===== config.mk =====
export PLATFORM = sky130hd
export DESIGN_NAME = fetch_sequencer
export DESIGN_NICKNAME = d
export VERILOG_FILES = /design/src/rtl/fetch_sequencer_pkg.sv /design/src/rtl/fetch_queue.sv /design/src/rtl/fetch_sequencer.sv
export SDC_FILE = /design/constraint.sdc
export NUM_CORES = 1
export LEC_CHECK = 0
export ABC_AREA = 1
export CAP_MARGIN = 25
export CORE_MARGIN = 2
export CORE_UTILIZATION = 30
export CTS_CLUSTER_DIAMETER = 30
export DETAILED_ROUTE_END_ITERATION = 8
export PLACE_DENSITY = 0.47
export RECOVER_POWER = 100
export SETUP_SLACK_MARGIN = 0.15
export SLEW_MARGIN = 20
export SYNTH_ARGS = -nofsm -noshare
export SYNTH_HDL_FRONTEND = slang
export SYNTH_SLANG_ARGS = --single-unit

===== constraint.sdc =====
create_clock -name clk -period 5.7 [get_ports clk]
set_input_delay 0.855 -clock clk [delete_from_list [all_inputs] [get_ports clk]]
set_output_delay 0.855 -clock clk [all_outputs]
set_load 0.02 [all_outputs]

===== src/rtl/fetch_sequencer_pkg.sv =====
// Shared types and constants for the instruction-fetch front end.
package fetch_sequencer_pkg;

  localparam int unsigned XLEN = 32;

  localparam logic [XLEN-1:0] NOP_INSTR        = 32'h0000_0013;
  localparam logic [XLEN-1:0] RESET_PC_DEFAULT = 32'h0000_0000;
  localparam logic [XLEN-1:0] WORD_MASK        = ~XLEN'(3);

  typedef struct packed {
    logic [XLEN-1:0] instr;
    logic [XLEN-1:0] pc;
  } fetch_entry_t;

  function automatic logic [XLEN-1:0] word_align(input logic [XLEN-1:0] addr);
    return addr & WORD_MASK;
  endfunction

endpackage


===== src/rtl/fetch_queue.sv =====
// Circular buffer of fetched words with their PCs; flush empties it in one cycle.
module fetch_queue
  import fetch_sequencer_pkg::*;
#(
  parameter int unsigned DEPTH = 2
) (
  input  logic                         clk_i,
  input  logic                         rst_ni,
  input  logic                         push_i,
  input  fetch_entry_t                 entry_i,
  input  logic                         pop_i,
  input  logic                         flush_i,
  output fetch_entry_t                 head_o,
  output logic                         valid_o,
  output logic [$clog2(DEPTH+1)-1:0]   count_o
);

  localparam int unsigned PW = $clog2(DEPTH);
  localparam int unsigned CW = $clog2(DEPTH+1);

  logic [PW-1:0] rd_ptr_q, rd_ptr_d;
  logic [PW-1:0] wr_ptr_q, wr_ptr_d;
  logic [CW-1:0] count_q, count_d;
  logic          do_pop;
  logic          do_push;
  fetch_entry_t  mem_q [DEPTH];

  // DEPTH is a power of two, so pointers wrap by natural overflow.
  always_comb begin
    do_pop   = pop_i & (count_q != '0);
    do_push  = push_i & ~flush_i;
    rd_ptr_d = rd_ptr_q;
    wr_ptr_d = wr_ptr_q;
    count_d  = count_q;
    if (flush_i) begin
      rd_ptr_d = '0;
      wr_ptr_d = '0;
      count_d  = '0;
    end else begin
      if (do_push) wr_ptr_d = wr_ptr_q + PW'(1);
      if (do_pop)  rd_ptr_d = rd_ptr_q + PW'(1);
      count_d = count_q + CW'(do_push) - CW'(do_pop);
    end
  end

  always_ff @(posedge clk_i or negedge rst_ni) begin
    if (!rst_ni) begin
      rd_ptr_q <= '0;
      wr_ptr_q <= '0;
      count_q  <= '0;
    end else begin
      rd_ptr_q <= rd_ptr_d;
      wr_ptr_q <= wr_ptr_d;
      count_q  <= count_d;
    end
  end

  always_ff @(posedge clk_i) begin
    if (do_push) mem_q[wr_ptr_q] <= entry_i;
  end

  assign head_o  = mem_q[rd_ptr_q];
  assign valid_o = (count_q != '0);
  assign count_o = count_q;

  always_ff @(posedge clk_i) begin
    if (rst_ni) begin
      assert (count_q <= CW'(DEPTH));
      assert (!(do_push && (count_q == CW'(DEPTH)) && !do_pop));
    end
  end

endmodule


===== src/rtl/fetch_sequencer.sv =====
// Fetch controller: owns the PC, issues credit-limited imem requests and
// buffers responses for decode; redirects flush and drop stale responses.
module fetch_sequencer
  import fetch_sequencer_pkg::*;
#(
  parameter logic [XLEN-1:0] RESET_PC  = RESET_PC_DEFAULT,
  parameter int unsigned     QDEPTH    = 2,
  parameter int unsigned     MAX_OUTST = 2
) (
  input  logic            clk,
  input  logic            rst_n,
  output logic            imem_req,
  output logic [XLEN-1:0] imem_addr,
  input  logic            imem_gnt,
  input  logic            imem_rvalid,
  input  logic [XLEN-1:0] imem_rdata,
  input  logic            redirect_valid,
  input  logic [XLEN-1:0] redirect_pc,
  output logic            id_valid,
  output logic [XLEN-1:0] id_instr,
  output logic [XLEN-1:0] id_pc,
  input  logic            id_ready
);

  localparam int unsigned OW = $clog2(MAX_OUTST+1);
  localparam int unsigned CW = $clog2(QDEPTH+1);

  logic [XLEN-1:0] fetch_pc_q, fetch_pc_d;
  logic [XLEN-1:0] resp_pc_q, resp_pc_d;
  logic [OW-1:0]   outst_q, outst_d;
  logic [OW-1:0]   drop_q, drop_d;
  logic [CW-1:0]   q_count;
  logic            q_valid;
  fetch_entry_t    q_head;
  fetch_entry_t    q_entry;
  logic            grant;
  logic            rsp_ok;
  logic            push;

  // Credit covers both in-flight words and queued words, so a response
  // always finds a free slot and never needs back-pressure.
  always_comb begin
    imem_req = rst_n & ~redirect_valid
             & (32'(outst_q) < MAX_OUTST)
             & ((32'(outst_q) + 32'(q_count)) < QDEPTH);
    grant    = imem_req & imem_gnt;
    rsp_ok   = imem_rvalid & (outst_q != '0);
    push     = rsp_ok & ~redirect_valid & (drop_q == '0);
    outst_d  = outst_q + OW'(grant) - OW'(rsp_ok);

    fetch_pc_d = fetch_pc_q;
    resp_pc_d  = resp_pc_q;
    drop_d     = drop_q;
    if (redirect_valid) begin
      fetch_pc_d = word_align(redirect_pc);
      resp_pc_d  = word_align(redirect_pc);
      drop_d     = outst_q - OW'(rsp_ok);
    end else begin
      if (grant)                   fetch_pc_d = fetch_pc_q + XLEN'(4);
      if (push)                    resp_pc_d  = resp_pc_q + XLEN'(4);
      if (rsp_ok && drop_q != '0)  drop_d     = drop_q - OW'(1);
    end

    q_entry.instr = imem_rdata;
    q_entry.pc    = resp_pc_q;
  end

  always_ff @(posedge clk or negedge rst_n) begin
    if (!rst_n) begin
      fetch_pc_q <= RESET_PC;
      resp_pc_q  <= RESET_PC;
      outst_q    <= '0;
      drop_q     <= '0;
    end else begin
      fetch_pc_q <= fetch_pc_d;
      resp_pc_q  <= resp_pc_d;
      outst_q    <= outst_d;
      drop_q     <= drop_d;
    end
  end

  fetch_queue #(
    .DEPTH (QDEPTH)
  ) u_queue (
    .clk_i   (clk),
    .rst_ni  (rst_n),
    .push_i  (push),
    .entry_i (q_entry),
    .pop_i   (id_valid & id_ready),
    .flush_i (redirect_valid),
    .head_o  (q_head),
    .valid_o (q_valid),
    .count_o (q_count)
  );

  assign imem_addr = fetch_pc_q;
  assign id_valid  = q_valid;
  assign id_instr  = q_valid ? q_head.instr : NOP_INSTR;
  assign id_pc     = q_valid ? q_head.pc : resp_pc_q;

  always_ff @(posedge clk) begin
    if (rst_n) begin
      assert (32'(outst_q) <= MAX_OUTST);
      assert (drop_q <= outst_q);
      assert (fetch_pc_q[1:0] == 2'b00);
      assert (!(imem_rvalid && outst_q == '0));
    end
  end

endmodule


==> results_dict.tcl <==
set metrics [dict create \
    timing.rr.end "imem_addr[2]$_DFFE_PN0P_" \
    synth_xor_area_share_pct 1.39 \
    ir_worst_vdd_v 0.000204 \
    final_max_slew_viol_count 35 \
    crit_required_ps 6010 \
    ys_seq_area_share_pct 57.4 \
    clockBufferDepth 2 \
    finalCritPeriodShare_pct 75.1 \
    grt_antenna_before_repair 0 \
    drt_iter0_markers 460 \
    grt_first_pass_wirelength_um 43300 \
    drc 0 \
    postSynthCellCount 1047 \
    dp_cells 1576 \
    root_buffer "clkbuf_16" \
    rows 64 \
    violations "capacitance limit, slew limit" \
    io-pin-count 168 \
    cts_tree "done" \
    multi_input_area_um2 3460 \
    cp_max_fo 28 \
    nFillCells 3153 \
    setup-violations-final 0 \
    seqPwrFrac_pct 35.5 \
    first_pass_iters 5 \
    rsz0062_at_grt "no" \
    wl_per_cell_um 17.1 \
    fin_cells 1608 \
    grtUsageTotal_pct 17.0 \
    gr-total-overflow 0 \
    relSlewSlack_pct -33.0 \
    yosys.area_share.simple_pct 23.9 \
    gp_congestion 0.905 \
    synthAdderAreaFrac_pct 1.27 \
    synth_area_per_cell_um2 9.02 \
    dp_hpwl_um 18800 \
    fin_skew_ps 17.6 \
    postRouteAntennaNets 0 \
    start_util_pct 30.6 \
    synth_area_leaders "edfxtp_1 39%, dfrtp_1 18%, nand2_1 12%, a21oi_1 5.5%, nand3_1 4.1%" \
    hold_class "input port to asynchronous set/reset pin" \
    clock_latency_ps 440 \
    max_freq_ghz 0.234 \
    ff2ff_path_depth 11 \
    cellLeakagePower_nw 4.87 \
    yosysWarnings 0 \
    num-nets-final 1278 \
    clkPwrFrac_pct 23.9 \
    synthArstFlopShare_pct 35.4 \
    synth_area_um2 9450 \
    synth_edf_count 124 \
    drive_gt1_share_pct 5.86 \
    p_total_mw 5.23 \
    fin_crit_ps 4280 \
    clock-sinks 192 \
    grt_pass1_vias 7548 \
    cp.arrival_ps 4590 \
    crit_type "input port to register" \
    cap_violations 1 \
    ctsHoldBuffers 0 \
    die_y_um 181 \
    die_x_um 181 \
    netlist-cell-type-count 41 \
    status "finished with violations" \
    cts_buffers 17 \
    synth_seq_cells 192 \
    fin_tns_setup_ps 0 \
    critPathCaptureType "register" \
    power_density_nw_per_um2 435 \
    synth_area_leader_cell "edfxtp_1" \
    vias_per_cell 4.83 \
    worst-slew-pin-transition_ps 2000 \
    synthMuxAreaShare_pct 0 \
    reg2reg_slack_ps 2620 \
    finalHoldViolations 0 \
    portBuffers 161 \
    dieArea_um2 32900 \
    grt_max_degree 65 \
    core_um2 30800 \
    synth_top_family_by_area "simple AND/OR/NAND/NOR gates" \
    internal-power_mw 3.07 \
    switching_power_mw 2.16 \
    areaGrowthSynthToFinish_pct 27.3 \
    switching_share_pct 41.3 \
    synth_top_area_share_pct 39.4 \
    cts_setup_buffers 0 \
    antenna_cells 0 \
    cts-htree-levels 4 \
    synth_compound_area_share_pct 9.97 \
    cts_resized 0 \
    p_comb_share_pct 40.7 \
    crit_path_start_kind "input port" \
    cts.clk_slew.worst_paths_ps 90 \
    vias 7764 \
    wl_um 27500 \
    regArea_um2 5430 \
    worstReg2RegStart "u_queue.count_o[0]$_DFF_PN0_" \
    ys.flop_type "edfxtp_1" \
]
==> critical path, cell delays in order <==
cell and delay (ps):
clkbuf_1 1000, clkinv_1 890, nand2_1 900, inv_1 540, nand2_1 180, nand2_1 50, o21bai_1 140
==> worst max path at each step <==
stage | startpoint | endpoint | slack [ps] | depth (start not counted)
floorplan | imem_rvalid | u_queue.mem_q[0][10]$_DFFE_PP_ | 1280 | 5
global placement | u_queue.count_o[1]$_DFF_PN0_ | id_pc[28] | 2270 | 5
detailed placement | u_queue.count_o[1]$_DFF_PN0_ | id_pc[28] | 2250 | 5
CTS | u_queue.count_o[1]$_DFF_PN0_ | id_pc[28] | 1780 | 5
global route | redirect_valid | resp_pc_q[30]$_DFFE_PN0P_ | 1010 | 6
finish | redirect_valid | resp_pc_q[21]$_DFFE_PN0P_ | 1420 | 7
==> layout make-up <==
type	instances	area share (%)
inverters	94	2.94
repair buffers	172	13.9
clock buffers	17	3.54
flip-flops and latches	192	45.1
multi-input cells	722	28.8
clock inverters	15	1.61
well taps	396	4.12
==> power groups by stage <==
stage / sequential [mW] / combinational, mW / clock, mW
4_1_cts: 1.86 / 2.29 / 1.28
5_1_grt: 1.88 / 2.36 / 1.34
6_report: 1.85 / 2.13 / 1.25
3_3_place_gp: 1.88 / 2.27 / 0
3_5_place_dp: 1.89 / 2.28 / 0
2_1_floorplan: 1.86 / 1.27 / 0
==> cells in the mapped netlist, drive strengths merged, types with 5 or more instances <==
cell type / n
nand3: 79
dfrtp: 68
edfxtp: 124
nor2: 107
nand4: 13
clkbuf: 16
inv: 92
o21bai: 5
nand2: 309
buf: 26
a21oi: 104
o211ai: 11
a22oi: 15
ha: 8
xor2: 10
xnor2: 5
a31oi: 5
nor3: 12
o21ai: 28
==> layout by cell type, fill, tap and decap left out, types with 3 or more instances in the layout <==
cell type,count
inv_8,4
nor2_2,8
nor2_4,9
edfxtp_1,124
dfrtp_1,67
o21ai_0,27
inv_12,4
nand2_1,304
clkbuf_16,17
clkdlybuf4s50_1,36
nor3_1,11
nand4_1,13
conb_1,4
o21bai_1,5
xor2_1,10
nor2_1,90
dlygate4sd3_1,123
nand2_2,4
a22oi_1,15
a31oi_1,5
o211ai_1,11
a21oi_1,104
inv_1,91
clkbuf_1,4
clkinv_8,3
nand3_1,77
ha_1,8
xnor2_1,5
buf_4,7
==> per-stage QoR <==
step	area, um^2	setup slack, ps	utilization, %	hold WS, ps
2_1_floorplan	9460	1280	-	484
5_1_grt	12000	1010	39.0	502
6_report	12000	1420	39.0	475
4_1_cts	12100	1780	39.1	478
3_5_place_dp	11400	2250	37.1	514
3_3_place_gp	11400	2270	37.1	508
==> layer usage <==
metal | up-vias | routed length (um) | global-route usage, %
li1 | 3818 | - | -
met1 | 3702 | 13800 | 25.4
met2 | 230 | 12200 | 26.1
met3 | 14 | 1280 | 2.83
met4 | 0 | 210 | 3.19
met5 | - | 0 | 0
==> registers in the layout (all words and copies together) (netlist names) <==
signal and count:
drop_q 2, imem_addr 30, outst_q 2, resp_pc_q 30, u_queue.count_o 2, u_queue.mem_q 124, u_queue.rd_ptr_q 1, u_queue.wr_ptr_q 1
==> cell families (layout without fill, tap and decap cells) <==
family | after synthesis | count (layout)
compound gates | 170 | 170
xor+xnor | 15 | 15
fa+ha+maj | 9 | 9
buf+inv | 136 | 298
flops | 192 | 192
other cells | 1 | 4
simple gates | 524 | 524
Note: power is estimated with default switching activity, not from simulation.
